==> config.mk <==
export PLATFORM = sky130hd
export DESIGN_NAME = nand_reset_seq
export DESIGN_NICKNAME = d
export VERILOG_FILES = /design/src/rtl/nand_pkg.sv /design/src/rtl/sync_2ff.sv /design/src/rtl/nand_reset_seq.sv
export SDC_FILE = /design/constraint.sdc
export NUM_CORES = 1
export LEC_CHECK = 0
export CELL_PAD_IN_SITES_DETAIL_PLACEMENT = 0
export CELL_PAD_IN_SITES_GLOBAL_PLACEMENT = 1
export CORE_ASPECT_RATIO = 1.1
export CORE_MARGIN = 2
export CORE_UTILIZATION = 43
export DETAILED_ROUTE_END_ITERATION = 10
export GPL_ROUTABILITY_DRIVEN = 0
export PLACE_DENSITY_LB_ADDON = 0.1
export SLEW_MARGIN = 30
export SYNTH_ARGS = -nofsm -noshare
export SYNTH_HDL_FRONTEND = slang
export SYNTH_HIERARCHICAL = 1
export SYNTH_SLANG_ARGS = --single-unit
==> constraint.sdc <==
create_clock -name clk -period 2.4 [get_ports clk]
set_input_delay 0.48 -clock clk [delete_from_list [all_inputs] [get_ports clk]]
set_output_delay 0.48 -clock clk [all_outputs]
set_load 0.005 [all_outputs]
==> src/rtl/nand_pkg.sv <==
// Shared NAND sequencer definitions: FSM state encoding, ONFI opcodes and the
// pin bundle that every sequencer state decodes to.
package nand_pkg;

    typedef enum logic [2:0] {
        ST_PWRUP,
        ST_CMD,
        ST_WE_LO,
        ST_WE_HI,
        ST_TWB,
        ST_WAIT_RB,
        ST_DONE,
        ST_ERR
    } nand_state_e;

    localparam logic [7:0] NAND_CMD_RESET = 8'hFF;

    typedef struct packed {
        logic       ce_n;
        logic       cle;
        logic       ale;
        logic       we_n;
        logic       re_n;
        logic [7:0] dq_out;
        logic       dq_oe;
        logic       busy;
        logic       ready;
        logic       err;
    } nand_pins_t;

    localparam nand_pins_t PINS_RESET = '{
        ce_n:   1'b1,
        cle:    1'b0,
        ale:    1'b0,
        we_n:   1'b1,
        re_n:   1'b1,
        dq_out: 8'h00,
        dq_oe:  1'b0,
        busy:   1'b0,
        ready:  1'b0,
        err:    1'b0
    };

    // Moore decode: the pin values the sequencer presents while in a state.
    function automatic nand_pins_t decode_outputs(input nand_state_e st);
        nand_pins_t p;
        p = PINS_RESET;
        case (st)
            ST_PWRUP: begin
                p.busy = 1'b1;
            end
            ST_CMD, ST_WE_HI: begin
                p.ce_n   = 1'b0;
                p.cle    = 1'b1;
                p.dq_out = NAND_CMD_RESET;
                p.dq_oe  = 1'b1;
                p.busy   = 1'b1;
            end
            ST_WE_LO: begin
                p.ce_n   = 1'b0;
                p.cle    = 1'b1;
                p.we_n   = 1'b0;
                p.dq_out = NAND_CMD_RESET;
                p.dq_oe  = 1'b1;
                p.busy   = 1'b1;
            end
            ST_TWB, ST_WAIT_RB: begin
                p.ce_n = 1'b0;
                p.busy = 1'b1;
            end
            ST_DONE: begin
                p.ready = 1'b1;
            end
            ST_ERR: begin
                p.err = 1'b1;
            end
            default: begin
                p = PINS_RESET;
            end
        endcase
        return p;
    endfunction

endpackage

==> src/rtl/sync_2ff.sv <==
// Two-flop synchronizer for asynchronous inputs, with a selectable reset value
// so the synchronized output can start in its safe state.
module sync_2ff #(
    parameter int               WIDTH     = 1,
    parameter logic [WIDTH-1:0] RESET_VAL = '0
) (
    input  logic             clk,
    input  logic             rst_n,
    input  logic [WIDTH-1:0] d,
    output logic [WIDTH-1:0] q
);

    logic [WIDTH-1:0] meta_q;
    logic [WIDTH-1:0] sync_q;

    always_ff @(posedge clk or negedge rst_n) begin
        if (!rst_n) begin
            meta_q <= RESET_VAL;
            sync_q <= RESET_VAL;
        end else begin
            meta_q <= d;
            sync_q <= meta_q;
        end
    end

    assign q = sync_q;

endmodule

==> src/rtl/nand_reset_seq.sv <==
// Issues the ONFI RESET command after power-up (or on request) and waits for
// R/B# to report ready, flagging a timeout if the device never comes back.
module nand_reset_seq
    import nand_pkg::*;
#(
    parameter int PWRUP_CYC   = 2500,
    parameter int WE_LOW_CYC  = 2,
    parameter int WE_HIGH_CYC = 2,
    parameter int TWB_CYC     = 10,
    parameter int TIMEOUT_CYC = 50000,
    parameter int CNT_W       = 16
) (
    input  logic       clk,
    input  logic       rst,
    input  logic       start,
    input  logic       nand_rb_n,
    output logic       nand_ce_n,
    output logic       nand_cle,
    output logic       nand_ale,
    output logic       nand_we_n,
    output logic       nand_re_n,
    output logic [7:0] nand_dq_out,
    output logic       nand_dq_oe,
    output logic       busy,
    output logic       ready,
    output logic       err
);

    localparam logic [CNT_W-1:0] PWRUP_LAST   = CNT_W'(PWRUP_CYC - 1);
    localparam logic [CNT_W-1:0] WE_LO_LAST   = CNT_W'(WE_LOW_CYC - 1);
    localparam logic [CNT_W-1:0] WE_HI_LAST   = CNT_W'(WE_HIGH_CYC - 1);
    localparam logic [CNT_W-1:0] TWB_LAST     = CNT_W'(TWB_CYC - 1);
    localparam logic [CNT_W-1:0] TIMEOUT_LAST = CNT_W'(TIMEOUT_CYC - 1);
    localparam logic [CNT_W-1:0] CNT_MAX      = {CNT_W{1'b1}};

    nand_state_e      state_q;
    nand_state_e      state_d;
    logic [CNT_W-1:0] cnt_q;
    logic [CNT_W-1:0] cnt_d;
    nand_pins_t       pins_q;
    nand_pins_t       pins_d;
    logic             rb_sync;

    // Resets to busy so a floating or early-high R/B# cannot fake readiness.
    sync_2ff #(
        .WIDTH     (1),
        .RESET_VAL (1'b0)
    ) u_rb_sync (
        .clk   (clk),
        .rst_n (rst),
        .d     (nand_rb_n),
        .q     (rb_sync)
    );

    always_comb begin
        state_d = state_q;
        case (state_q)
            ST_PWRUP: begin
                if (cnt_q == PWRUP_LAST) begin
                    state_d = ST_CMD;
                end
            end
            ST_CMD: begin
                state_d = ST_WE_LO;
            end
            ST_WE_LO: begin
                if (cnt_q == WE_LO_LAST) begin
                    state_d = ST_WE_HI;
                end
            end
            ST_WE_HI: begin
                if (cnt_q == WE_HI_LAST) begin
                    state_d = ST_TWB;
                end
            end
            ST_TWB: begin
                if (cnt_q == TWB_LAST) begin
                    state_d = ST_WAIT_RB;
                end
            end
            ST_WAIT_RB: begin
                // A ready seen on the final timeout cycle still counts as success.
                if (rb_sync) begin
                    state_d = ST_DONE;
                end else if (cnt_q == TIMEOUT_LAST) begin
                    state_d = ST_ERR;
                end
            end
            ST_DONE, ST_ERR: begin
                if (start) begin
                    state_d = ST_CMD;
                end
            end
            default: begin
                state_d = ST_PWRUP;
            end
        endcase

        if (state_d != state_q) begin
            cnt_d = '0;
        end else if (cnt_q == CNT_MAX) begin
            cnt_d = cnt_q;
        end else begin
            cnt_d = cnt_q + CNT_W'(1);
        end

        pins_d = decode_outputs(state_d);
    end

    always_ff @(posedge clk or negedge rst) begin
        if (!rst) begin
            state_q <= ST_PWRUP;
            cnt_q   <= '0;
            pins_q  <= PINS_RESET;
        end else begin
            state_q <= state_d;
            cnt_q   <= cnt_d;
            pins_q  <= pins_d;
        end
    end

    assign nand_ce_n   = pins_q.ce_n;
    assign nand_cle    = pins_q.cle;
    assign nand_ale    = pins_q.ale;
    assign nand_we_n   = pins_q.we_n;
    assign nand_re_n   = pins_q.re_n;
    assign nand_dq_out = pins_q.dq_out;
    assign nand_dq_oe  = pins_q.dq_oe;
    assign busy        = pins_q.busy;
    assign ready       = pins_q.ready;
    assign err         = pins_q.err;

endmodule
==> impl_metrics.toml <==
[min_path]
hold_depth = 0
hold_class = "register to register"
hold_path_startpoint = "u_rb_sync/meta_q"
min_to = "u_rb_sync/q"

[power]
seqPwrFrac_pct = 35.1
power_frac_comb_pct = 50.3
leakagePower_nw = 0.744
total_power_w = 0.00186
p_sw_share_pct = 40.4
switchingPower_w = 0.000750
intPower_w = 0.00111
clock_power_share_pct = 14.6
powerDensity_mw_per_mm2 = 971
vdd_ir_drop_max_mv = 0.313

[drt]
met1_length_um = 1670
dr.max_layer_used = "met4"
drt_iter0_drc = 106
drc = 0
drt_wl_total_um = 3810
vias = 1340
wl_met2_um = 1950
ant_nets = 0
wl_met3_um = 103
first_pass_iters = 4
vias_per_cell = 5.61
routedWlPerCell_um = 15.9

[grt]
globalRoute.totalOverflow = 0
grt_start_max_net_pins = 28
antenna_found_initial = 0
grt.total_usage_pct = 18.6
grt_pass1_vias = 1383
grt_pass1_wl_um = 6620

[cells_and_area]
synthToLayoutAreaGrowth_pct = 10.5
drive_gt1_share_pct = 15.0
fin_nets = 194
diodes = 0

[synth]
seq_area_frac_synth_pct = 39.1
syn_area_mm2 = 0.00173
syn-num-nets = 185
yosysWarnings = 6
yosysTopAreaCell = "dfrtp_1"
ys_ff_latch = 27
synthCells = 179
synth_top_area_share_pct = 36.1
yosysUniqueCellTypes = 51
synth.avg_cell_area_um2 = 9.68
synthArstFlopShare_pct = 100
synth_commonest_cells = "dfrtp_1, nand2_1, nor3_1, buf_4"
synth-main-ff-cell = "dfrtp_1"
synth_edf_count = 0
synth.area.top_cells = "dfrtp_1, buf_4, xnor2_1"
yosysMostFrequentCell = "dfrtp_1"

[critical_path]
critPathArrivalTime_ns = 2.36
timing.rr.start = "cnt_q[0]"
path_class = "register to register"
reg2reg_slack_ns = 0.22
timing.rr.end = "cnt_q[2]"
cp_max_fo = 16
reg2regPathDepth = 7
startpoint_type = "register"
worst_setup_path_end_kind = "register"
required_ns = 2.58

[die]
die_h_um = 70.6
num_rows = 24
io_pins = 21
die_w_um = 64.5
initial_utilization_pct = 44.4
core_mm2 = 0.00390
die_area_mm2 = 0.00455

[sta]
fin_setup_tns_ns = 0
fmax_ghz = 0.459
relSlewSlack_pct = 59.0
min_period_over_period_pct = 90.8
skew_ns = 0.00738
slew_viol_final = 0
finalSetupViolCount = 0
min_period_ns = 2.18
hold_slack_ns = 0.368
tightest_slew_ns = 0.599
fin_ws_ns = 0.221
rsz0062_at_grt = "no"
hold_viol = 0

[clocking]
worstSkewPairLatency_ns = 0.28
cts-root-buf = "clkbuf_8"
cts_hold_buf = 0
clock-sinks = 27
cts_buffers = 3
path_clk_slew_ns = 0.10
h-tree-depth = 1
cts_buffer_depth = 2
cts_tree = "yes"
post_cts_resized = 0
cts_setup_buffers = 0

[placed_design]
dp_hpwl_um = 2840
port_buffers = 18
pre_cts_ws_ns = 0.251

[run]
maxCapViolCount = 0

[status]
status = "completed"
sequential cells by signal, summed over array words and instances (netlist names):
register,flops
busy,1
cnt_q,16
u_rb_sync/q,1
nand_dq_out,1
nand_ce_n,1
state_q,3
err,1
ready,1
nand_we_n,1
u_rb_sync/meta_q,1
metrics by stage:
step | instances | instance area, um^2 | util, %
after detailed placement | 235 | 1870 | 47.8
after CTS | 239 | 1910 | 49.0
final | 239 | 1910 | 49.0
after floorplan | 179 | 1730 | -
after global placement | 235 | 1870 | 47.8
after global routing | 239 | 1910 | 49.0
cells in the final DEF (no fill, tap or decap), drive strengths merged, types with 2 or more instances in the layout:
master | netlist | routed
xnor2 | 11 | 11
nor2 | 4 | 4
and4 | 3 | 3
clkdlybuf4s50 | 0 | 18
nor3 | 17 | 17
inv | 8 | 8
nor4 | 7 | 7
o31ai | 2 | 2
nor2b | 2 | 2
a211oi | 4 | 4
nand2b | 2 | 2
nand2 | 15 | 15
and3 | 4 | 4
conb | 2 | 2
a31oi | 6 | 6
dfrtp | 25 | 25
nand3 | 12 | 12
clkbuf | 0 | 3
a21oi | 5 | 5
buf | 20 | 6
nand4 | 2 | 2
ha | 2 | 2
dfstp | 2 | 2
o21ai | 6 | 6
a2111oi | 2 | 2
a311oi | 2 | 2
power by group through the flow:
stage	Combinational, W	Sequential [W]	Clock [W]
after detailed placement	0.000944	0.000663	0
after CTS	0.000947	0.000655	0.000275
after global routing	0.00104	0.000673	0.000299
final	0.000935	0.000652	0.000271
after global placement	0.000939	0.000655	0
after floorplan	0.000718	0.000622	0
how the worst max path moves through the flow:
stage / startpoint / endpoint / slack, ns / depth (start not counted)
6_report: cnt_q[0] / cnt_q[2] / 0.22 / 7
5_1_grt: cnt_q[0] / cnt_q[2] / 0.01 / 7
4_1_cts: cnt_q[0] / cnt_q[2] / 0.23 / 7
3_5_place_dp: cnt_q[0] / cnt_q[2] / 0.25 / 7
3_3_place_gp: cnt_q[0] / cnt_q[1] / 0.32 / 7
2_1_floorplan: cnt_q[0] / cnt_q[11] / 0.52 / 8
critical path, cell delays in order, from the launching register on:
cell and delay, ns:
dfrtp_1 0.43, ha_1 0.29, and4_1 0.36, and4_4 0.24, a21oi_2 0.16, o22ai_2 0.08, buf_4 0.21, nor4_1 0.29
routing by layer:
layer  GRT usage, %  up-vias
met5              0        -
met2           32.9       28
met1           22.9      653
met3           2.38        7
li1               -      652
met4           7.80        0
final cells by class:
| type | instances | area, um^2 |
|---|---|---|
| Fill cell | 388 | 1990 |
| Multi-Input combinational cell | 124 | 867 |
| Sequential cell | 27 | 678 |
| Timing Repair Buffer | 24 | 225 |
| Tap cell | 52 | 65.1 |
| Clock buffer | 3 | 41.3 |
| Inverter | 8 | 30.0 |
| Clock inverter | 1 | 7.51 |
cell families after synthesis:
family                     after synthesis  share of synthesized area (%)
adders and majority gates                2                           1.44
other                                    2                          0.433
and+or+nand+nor                         74                           26.9
DFF                                     27                           39.1
AOI/OAI and AO/OA                       33                           14.5
buffers and inverters                   28                           10.8
xor gates and xnor gates                11                           5.56
muxes                                    2                           1.23
Note: power is estimated with default switching activity, not from simulation.
